File: src/rtl/cache_victim_buf_pkg.sv
// Shared types and size derivations for the dirty-victim writeback buffer.
// The buffer's optional snoop comparators are enabled with VICTIMBUF_SNOOP_EN.
package cachevictimbuf_pkg;

  // Default geometry. The top module's parameters start from these values.
  localparam int NUMWAYS_DEF   = 4;
  localparam int SETLEN_DEF    = 9;
  localparam int OFFSETLEN_DEF = 5;
  localparam int TAGLEN_DEF    = 20;
  localparam int LINELEN_DEF   = 256;
  localparam int BEATLEN_DEF   = 64;
  localparam int DEPTH_DEF     = 2;

  // Number of bus beats needed to move one line.
  function automatic int beats_of(input int linelen, input int beatlen);
    return linelen / beatlen;
  endfunction

  // Width of the beat counter that walks through one line.
  function automatic int beatidx_of(input int linelen, input int beatlen);
    return $clog2(linelen / beatlen);
  endfunction

  // Buffered victim at the default geometry. Packages cannot take parameters,
  // so the top module declares an identically shaped struct sized from its own
  // parameters.
  typedef struct packed {
    logic [TAGLEN_DEF-1:0]  tag;
    logic [SETLEN_DEF-1:0]  set;
    logic [LINELEN_DEF-1:0] line;
  } entry_t;

  typedef enum logic {
    ST_IDLE = 1'b0,
    ST_SEND = 1'b1
  } drain_state_t;

endpackage

File: src/rtl/cache_victim_buf_mux.sv
// One-hot AND-OR way selector: picks the victim way's tag and line from the
// flattened per-way read buses (way 0 in the LSBs).
module cachevictimmux #(
  parameter int NUMWAYS = 4,
  parameter int TAGLEN  = 20,
  parameter int LINELEN = 256
) (
  input  logic [NUMWAYS-1:0]         VictimWay,
  input  logic [NUMWAYS*TAGLEN-1:0]  ReadTagWay,
  input  logic [NUMWAYS*LINELEN-1:0] ReadDataLineWay,
  output logic [TAGLEN-1:0]          VictimTag,
  output logic [LINELEN-1:0]         VictimLine
);

  // Running OR chains; each stage folds in one way gated by its select bit.
  logic [TAGLEN-1:0]  tag_acc  [NUMWAYS+1];
  logic [LINELEN-1:0] line_acc [NUMWAYS+1];

  assign tag_acc[0]  = '0;
  assign line_acc[0] = '0;

  for (genvar gi = 0; gi < NUMWAYS; gi++) begin : g_way
    assign tag_acc[gi+1]  = tag_acc[gi]
                          | (ReadTagWay[gi*TAGLEN +: TAGLEN] & {TAGLEN{VictimWay[gi]}});
    assign line_acc[gi+1] = line_acc[gi]
                          | (ReadDataLineWay[gi*LINELEN +: LINELEN] & {LINELEN{VictimWay[gi]}});
  end

  assign VictimTag  = tag_acc[NUMWAYS];
  assign VictimLine = line_acc[NUMWAYS];

endmodule

File: src/rtl/cache_victim_buf.sv
// Dirty-victim writeback buffer: captures evicted dirty lines into a small
// FIFO and drains each one to the bus as a burst of beats.
// Optional feature macro: VICTIMBUF_SNOOP_EN (exact per-entry address snoop;
// without it Conflict is simply "buffer not empty").
module cache_victim_buf
  import cachevictimbuf_pkg::*;
#(
  parameter int NUMWAYS   = NUMWAYS_DEF,
  parameter int SETLEN    = SETLEN_DEF,
  parameter int OFFSETLEN = OFFSETLEN_DEF,
  parameter int TAGLEN    = TAGLEN_DEF,
  parameter int LINELEN   = LINELEN_DEF,
  parameter int BEATLEN   = BEATLEN_DEF,
  parameter int DEPTH     = DEPTH_DEF
) (
  input  logic                            clk,
  input  logic                            reset,
  input  logic                            FlushStage,
  input  logic                            CaptureReq,
  input  logic [NUMWAYS-1:0]              VictimWay,
  input  logic [NUMWAYS-1:0]              DirtyWay,
  input  logic [NUMWAYS*TAGLEN-1:0]       ReadTagWay,
  input  logic [NUMWAYS*LINELEN-1:0]      ReadDataLineWay,
  input  logic [SETLEN-1:0]               CacheSet,
  output logic                            CaptureStall,
  output logic                            WBValid,
  input  logic                            WBReady,
  output logic [TAGLEN+SETLEN+OFFSETLEN-1:0] WBAdr,
  output logic [BEATLEN-1:0]              WBData,
  output logic                            WBLast,
  input  logic [TAGLEN+SETLEN-1:0]        LookupAdr,
  output logic                            Conflict,
  output logic                            Empty
);

  localparam int BEATS      = beats_of(LINELEN, BEATLEN);
  localparam int BEATIDXLEN = beatidx_of(LINELEN, BEATLEN);
  localparam int PTRLEN     = $clog2(DEPTH);

  typedef struct packed {
    logic [TAGLEN-1:0]  tag;
    logic [SETLEN-1:0]  set;
    logic [LINELEN-1:0] line;
  } buf_entry_t;

  logic [TAGLEN-1:0]     victim_tag;
  logic [LINELEN-1:0]    victim_line;
  logic                  victim_dirty;
  logic                  capture_ok;
  logic                  push;
  logic                  pop;
  logic                  full;
  logic                  empty;
  logic                  last_beat;
  logic                  more_after_pop;
  logic [PTRLEN:0]       wr_ptr;
  logic [PTRLEN:0]       rd_ptr;
  logic [PTRLEN:0]       count;
  logic [BEATIDXLEN-1:0] beat_cnt;
  drain_state_t          state;
  buf_entry_t            mem [DEPTH];
  buf_entry_t            head;
  logic [BEATLEN-1:0]    beat_words [BEATS];

  cachevictimmux #(
    .NUMWAYS (NUMWAYS),
    .TAGLEN  (TAGLEN),
    .LINELEN (LINELEN)
  ) u_mux (
    .VictimWay       (VictimWay),
    .ReadTagWay      (ReadTagWay),
    .ReadDataLineWay (ReadDataLineWay),
    .VictimTag       (victim_tag),
    .VictimLine      (victim_line)
  );

  // Occupancy: the extra pointer bit separates full from empty.
  assign count = wr_ptr - rd_ptr;
  assign empty = (wr_ptr == rd_ptr);
  assign full  = (wr_ptr[PTRLEN] != rd_ptr[PTRLEN]) &&
                 (wr_ptr[PTRLEN-1:0] == rd_ptr[PTRLEN-1:0]);
  assign Empty = empty;

  // Only dirty, unsquashed evictions need a writeback; full always blocks,
  // even if the head entry retires in the same cycle.
  assign victim_dirty = |(VictimWay & DirtyWay);
  assign capture_ok   = CaptureReq & ~FlushStage & victim_dirty;
  assign push         = capture_ok & ~full;
  assign CaptureStall = capture_ok & full;

  assign last_beat      = (beat_cnt == BEATIDXLEN'(BEATS - 1));
  assign pop            = WBValid & WBReady & last_beat;
  assign more_after_pop = push || (count > (PTRLEN+1)'(1));

  // Head entry sliced into beats; address carries the beat index above the
  // byte offset bits within a beat.
  assign head = mem[rd_ptr[PTRLEN-1:0]];
  for (genvar gi = 0; gi < BEATS; gi++) begin : g_beat
    assign beat_words[gi] = head.line[gi*BEATLEN +: BEATLEN];
  end
  assign WBData = beat_words[beat_cnt];
  assign WBAdr  = {head.tag, head.set, beat_cnt, {(OFFSETLEN-BEATIDXLEN){1'b0}}};
  assign WBLast = WBValid & last_beat;

  // Entry storage; contents are only meaningful between the pointers.
  always_ff @(posedge clk) begin
    if (push) begin
      mem[wr_ptr[PTRLEN-1:0]] <= '{tag: victim_tag, set: CacheSet, line: victim_line};
    end
  end

  // FIFO pointers; wrap comes for free from the pointer width.
  always_ff @(posedge clk or posedge reset) begin
    if (reset) begin
      wr_ptr <= '0;
      rd_ptr <= '0;
    end else begin
      if (push) wr_ptr <= wr_ptr + 1'b1;
      if (pop)  rd_ptr <= rd_ptr + 1'b1;
    end
  end

  // Drain FSM: present the head entry beat by beat, holding on backpressure.
  always_ff @(posedge clk or posedge reset) begin
    if (reset) begin
      state    <= ST_IDLE;
      WBValid  <= 1'b0;
      beat_cnt <= '0;
    end else begin
      case (state)
        ST_IDLE: begin
          beat_cnt <= '0;
          if (!empty) begin
            state   <= ST_SEND;
            WBValid <= 1'b1;
          end
        end
        default: begin
          if (WBReady) begin
            beat_cnt <= beat_cnt + 1'b1;
            if (last_beat && !more_after_pop) begin
              state   <= ST_IDLE;
              WBValid <= 1'b0;
            end
          end
        end
      endcase
    end
  end

`ifdef VICTIMBUF_SNOOP_EN
  // Exact snoop: compare every occupied slot, including the one draining.
  logic [DEPTH-1:0] hit;
  for (genvar gi = 0; gi < DEPTH; gi++) begin : g_snoop
    logic [PTRLEN-1:0] off;
    assign off     = PTRLEN'(gi) - rd_ptr[PTRLEN-1:0];
    assign hit[gi] = ({1'b0, off} < count) && ({mem[gi].tag, mem[gi].set} == LookupAdr);
  end
  assign Conflict = |hit;
`else
  // Conservative: any buffered line might be the one being refilled.
  logic unused_lookup;
  assign unused_lookup = ^LookupAdr;
  assign Conflict      = ~empty;
`endif

endmodule

File: config.mk
export PLATFORM = sky130hd
export DESIGN_NAME = cache_victim_buf
export DESIGN_NICKNAME = d
export VERILOG_FILES = /design/src/rtl/cache_victim_buf_pkg.sv /design/src/rtl/cache_victim_buf_mux.sv /design/src/rtl/cache_victim_buf.sv
export SDC_FILE = /design/constraint.sdc
export NUM_CORES = 1
export LEC_CHECK = 0
export ABC_CLOCK_PERIOD_IN_PS = 9750
export BUFFER_PORTS_ARGS = -buffer_cell sky130_fd_sc_hd__buf_2
export CAP_MARGIN = 5
export CELL_PAD_IN_SITES_DETAIL_PLACEMENT = 0
export CELL_PAD_IN_SITES_GLOBAL_PLACEMENT = 1
export CORE_AREA = 2 2 483 485
export DETAILED_ROUTE_END_ITERATION = 10
export DIE_AREA = 0 0 485 487
export PLACE_DENSITY = 0.36
export RECOVER_POWER = 25
export SETUP_SLACK_MARGIN = 0.05
export SLEW_MARGIN = 0
export SYNTH_ARGS = -nofsm -noshare
export SYNTH_HDL_FRONTEND = slang
export SYNTH_HIERARCHICAL = 1
export SYNTH_SLANG_ARGS = --single-unit
File: constraint.sdc
create_clock -name clk -period 9.75 [get_ports clk]
set_input_delay 0.975 -clock clk [delete_from_list [all_inputs] [get_ports clk]]
set_output_delay 0.975 -clock clk [all_outputs]
set_load 0.02 [all_outputs]
==> run summary <==
## Critical path
• 7.50 ns — Worst Path Arrival
• 10.19 ns — Worst Path Required
• 5.71 ns — worst reg-to-reg setup slack
• sky130_fd_sc_hd__clkbuf_1 — cell with the largest stage delay on the worst path
• input port — Worst Setup Start Kind
• buffers and inverters — delay-heaviest family, CP
• flop — critical path capture point type
• 4 — Bufs and invs on worst path
• input port to flop — Setup CP Type
• clkbuf_1 > clkbuf_1 > buf_4 > buf_4 > a22oi_1 > nand2_1 — cell-by-cell listing of the critical path
• 61 — highest net fanout along the worst path
• 2.41 ns — crit-path max cell delay

## Global routing
• 0 — overflow left after global routing
• 32 — number of antenna violations at the first check in global routing
• 108 — maximum number of pins on one net before global-route repair
• 23660 — vias in the first global route
• met2 — global route hottest layer
• 192.3 mm — wire length of the first global-routing pass
• 19.86% — GR Util met2
• 2.942% — fraction of met3 tracks used by global routing
• 13.93% — global routing usage on met1
• 11.61% — Total Routing Usage GR

## Timing
• 0 — final count of hold timing violations
• 141.7 MHz — highest achievable clock rate
• 0.3398 ns — hold slack final
• 3.505 ns — transition time at the pin with the least slew margin
• 189 — final slew viol count
• -133.7% — headroom to the max-slew limit
• 0 — setup-violating endpoint count in the final report
• 0.02254 ns — Setup Skew
• 7.056 ns — final critical path time including I/O delays and setup
• 0 ns — sum of negative setup slack
• false — unrepaired setup endpoints after global routing
• 72.37% — part of the cycle the worst path needs

## Power
• 230.5 nW/um^2 — power density over the cells
• 35.8% — sequential share of power
• 3191 uW — total net switching power
• 5923 uW — internal power of the cells
• 0.01473 uW — Static Leak
• 35.02% — fraction of power spent switching nets
• 29.0% — power share of the clock group
• 35.1% — share of power burned in combinational logic
• 142.7 uV — VDD IR-drop max

## Floorplan
• 487 microns — die span in y
• 236200 sq um — die footprint
• 177 — count of standard-cell rows
• 12.30% — initial standard-cell utilization of the core
• 231400 sq um — placeable core area
• 485 microns — die boundary width
• 1258 — Top Ports

## Clock tree
• 74 — total clock buffers created by CTS
• 0 — cells resized by post-CTS repair
• done — clock tree from TritonCTS
• 0 — count of hold-fix buffers inserted at cts
• 0.06 ns — clock-pin slew of the registers on the worst-case setup and hold paths
• 3 — maximum count of clock buffers along a single path
• 0.66 ns — source-to-sink clock delay at the later pin of the worst-skew pair
• 3 — number of levels the H-tree was split into
• sky130_fd_sc_hd__clkbuf_16 — Root Buffer
• 578 — total number of clock tree sinks
• 0 — number of post-CTS setup repair buffers

## Synth
• 15.56% — compound-gate portion of the synthesized area
• sky130_fd_sc_hd__edfxtp_1, sky130_fd_sc_hd__a22oi_1, sky130_fd_sc_hd__nand2_1 — Synth top cells by count
• compound AO/OA/AOI/OAI gates — largest family of logic cells by synthesized area
• 60.85% — share of synthesized area occupied by flip-flops and latches
• 570 — count of flip-flops with a built-in enable after synthesis
• 578 — post-synthesis sequential element count
• 60.15% — area fraction of the dominant cell type after synthesis
• 28460 sq um — synthesized cell area
• 0.08794% — share of synthesized cell area in full adder, half adder and majority cells
• 27 — count of different cell masters after synthesis
• sky130_fd_sc_hd__edfxtp_1 — Yosys top cell by area
• sky130_fd_sc_hd__edfxtp_1 — most used standard cell by instance count after synthesis
• 13.85% — portion of netlist area occupied by mux cells
• 6 — Yosys warning total
• 3.926% — fraction of the mapped netlist area in simple logic gates
• sky130_fd_sc_hd__edfxtp_1, sky130_fd_sc_hd__a22oi_1, sky130_fd_sc_hd__mux4_2 — cell types with the largest area share after synthesis
• sky130_fd_sc_hd__edfxtp_1 — most used flip-flop cell after synthesis
• 15.56 sq um — synthesized area per cell
• 1829 — Post-Synthesis Cells
• 0.2462% — fraction of synthesized cell area in xor and xnor cells
• 1.384% — Synth async-reset ratio

## Layout
• 38.96% — Area Overhead vs Synth
• 6109 — count of placed standard cells in the final layout, fillers left out
• 53.06% — layout cell share with drive strength beyond 1
• 17.09% — Final Core Density
• 4158 — layout net count
• 25690 — fill cell total of the finished layout

## Placed design
• 1225 — count of input and output buffers
• 5968 — instance count after placement with tap cells included
• 110.9 mm — half-perimeter wire length after placement
• 0.8418 — global placement routability congestion

## Drt
• 23.32 microns — mean routed wirelength per cell
• 142.5 mm — wirelength, routed
• 0 — antenna-violating nets left
• 3.599 — average via count per standard cell
• 5 — Pre-Repair DR Iteration Count
• 0 — DRC violation count after routing
• 1321 — number of DRC markers in iteration 0
• 21990 — via count of the routed design

## Min path
• input port to async pin — type of the tightest min-delay check

## Run status
• max-capacitance violations, max-slew violations — violations in the final reports
• finished, violations left — run status

## Run
• 4 — reported max-cap violation count

==> worst paths after layout <==
kind	from	endpoint	cells after the start
setup / recovery	VictimWay[2]	mem[1][111]	6
hold / removal	reset	WBValid	2
setup reg to reg	rd_ptr[0]	mem[1][31]	5
hold reg to reg	wr_ptr[1]	wr_ptr[1]	1
max in group asynchronous	reset	rd_ptr[0]	2
min in group clk	CacheSet[2]	mem[1][258]	1
==> layer usage <==
| layer | part of all wire (%) | vias up |
|---|---|---|
| met4 | 3.4 | 14 |
| met5 | 0.067 | - |
| met3 | 6.5 | 157 |
| met2 | 49 | 997 |
| li1 | - | 9935 |
| met1 | 41 | 10880 |
==> power groups by stage <==
stage	Combinational, uW	Sequential (uW)	Clock [uW]
floorplan	2000	3290	0
global placement	3370	3330	0
detailed placement	3360	3330	0
CTS	3370	3280	2790
global route	3500	3300	2880
finish	3200	3260	2650
==> worst reg2reg max path: cells and delay by family (launching register included) <==
family          cells  cell delay (ns)
buf+inv             2             1.25
flops               1             0.70
compound gates      1             0.63
simple gates        1             0.58
fa+ha+maj           1             0.40
==> cell families after synthesis <==
family / after synthesis
muxes: 222
buffers and inverters: 169
and+or+nand+nor: 292
AOI/OAI and AO/OA: 557
adders and majority gates: 2
xor gates and xnor gates: 8
DFF: 578
other: 1
==> state kept, by name (all words and copies together) (netlist names) <==
register	cells
rd_ptr	2
beat_cnt	2
state	1
mem	570
WBValid	1
wr_ptr	2
==> area by class of cell <==
type / instances / area, sq um / area share, %
sequential: 578 / 17320 / 43.81
multi-input combinational: 1084 / 9592 / 24.26
timing repair buffer: 1260 / 6467 / 16.35
tap: 3043 / 3807 / 9.628
clock buffer: 89 / 1972 / 4.987
clock inverter: 45 / 352.8 / 0.8923
antenna: 7 / 17.52 / 0.04430
inverter: 3 / 11.26 / 0.02848
==> metrics by stage <==
step                setup slack (ns)  instance area (sq um)  power [uW]
detailed placement             4.930                  37240        6693
floorplan                     0.9985                  28460        5284
CTS                            4.376                  39560        9446
global placement               4.917                  37240        6697
global route                   2.372                  39530        9686
finish                         2.694                  39540        9114
==> cells in the final DEF (no fill, tap or decap) <==
| master | n |
|---|---|
| sky130_fd_sc_hd__a21oi_1 | 2 |
| sky130_fd_sc_hd__a221oi_1 | 1 |
| sky130_fd_sc_hd__a22oi_1 | 505 |
| sky130_fd_sc_hd__a22oi_2 | 49 |
| sky130_fd_sc_hd__and2_0 | 1 |
| sky130_fd_sc_hd__and2_1 | 1 |
| sky130_fd_sc_hd__and2_4 | 2 |
| sky130_fd_sc_hd__and3_1 | 1 |
| sky130_fd_sc_hd__buf_12 | 5 |
| sky130_fd_sc_hd__buf_2 | 1213 |
| sky130_fd_sc_hd__buf_4 | 28 |
| sky130_fd_sc_hd__buf_8 | 3 |
| sky130_fd_sc_hd__bufinv_16 | 4 |
| sky130_fd_sc_hd__clkbuf_1 | 23 |
| sky130_fd_sc_hd__clkbuf_16 | 77 |
| sky130_fd_sc_hd__clkinv_1 | 22 |
| sky130_fd_sc_hd__clkinv_2 | 12 |
| sky130_fd_sc_hd__clkinv_8 | 4 |
| sky130_fd_sc_hd__clkinvlp_4 | 1 |
| sky130_fd_sc_hd__conb_1 | 3 |
| sky130_fd_sc_hd__dfrtp_1 | 6 |
| sky130_fd_sc_hd__dfrtp_4 | 2 |
| sky130_fd_sc_hd__diode_2 | 7 |
| sky130_fd_sc_hd__edfxtp_1 | 570 |
| sky130_fd_sc_hd__ha_1 | 2 |
| sky130_fd_sc_hd__inv_1 | 3 |
| sky130_fd_sc_hd__inv_6 | 2 |
| sky130_fd_sc_hd__mux2_2 | 93 |
| sky130_fd_sc_hd__mux2i_1 | 1 |
| sky130_fd_sc_hd__mux4_2 | 128 |
| sky130_fd_sc_hd__nand2_1 | 278 |
| sky130_fd_sc_hd__nand2b_1 | 1 |
| sky130_fd_sc_hd__nand3_1 | 2 |
| sky130_fd_sc_hd__nor2_1 | 4 |
| sky130_fd_sc_hd__nor2b_1 | 1 |
| sky130_fd_sc_hd__nor3_1 | 1 |
| sky130_fd_sc_hd__xnor2_1 | 5 |
| sky130_fd_sc_hd__xor2_1 | 3 |
Power figures use the tool's default switching activity.
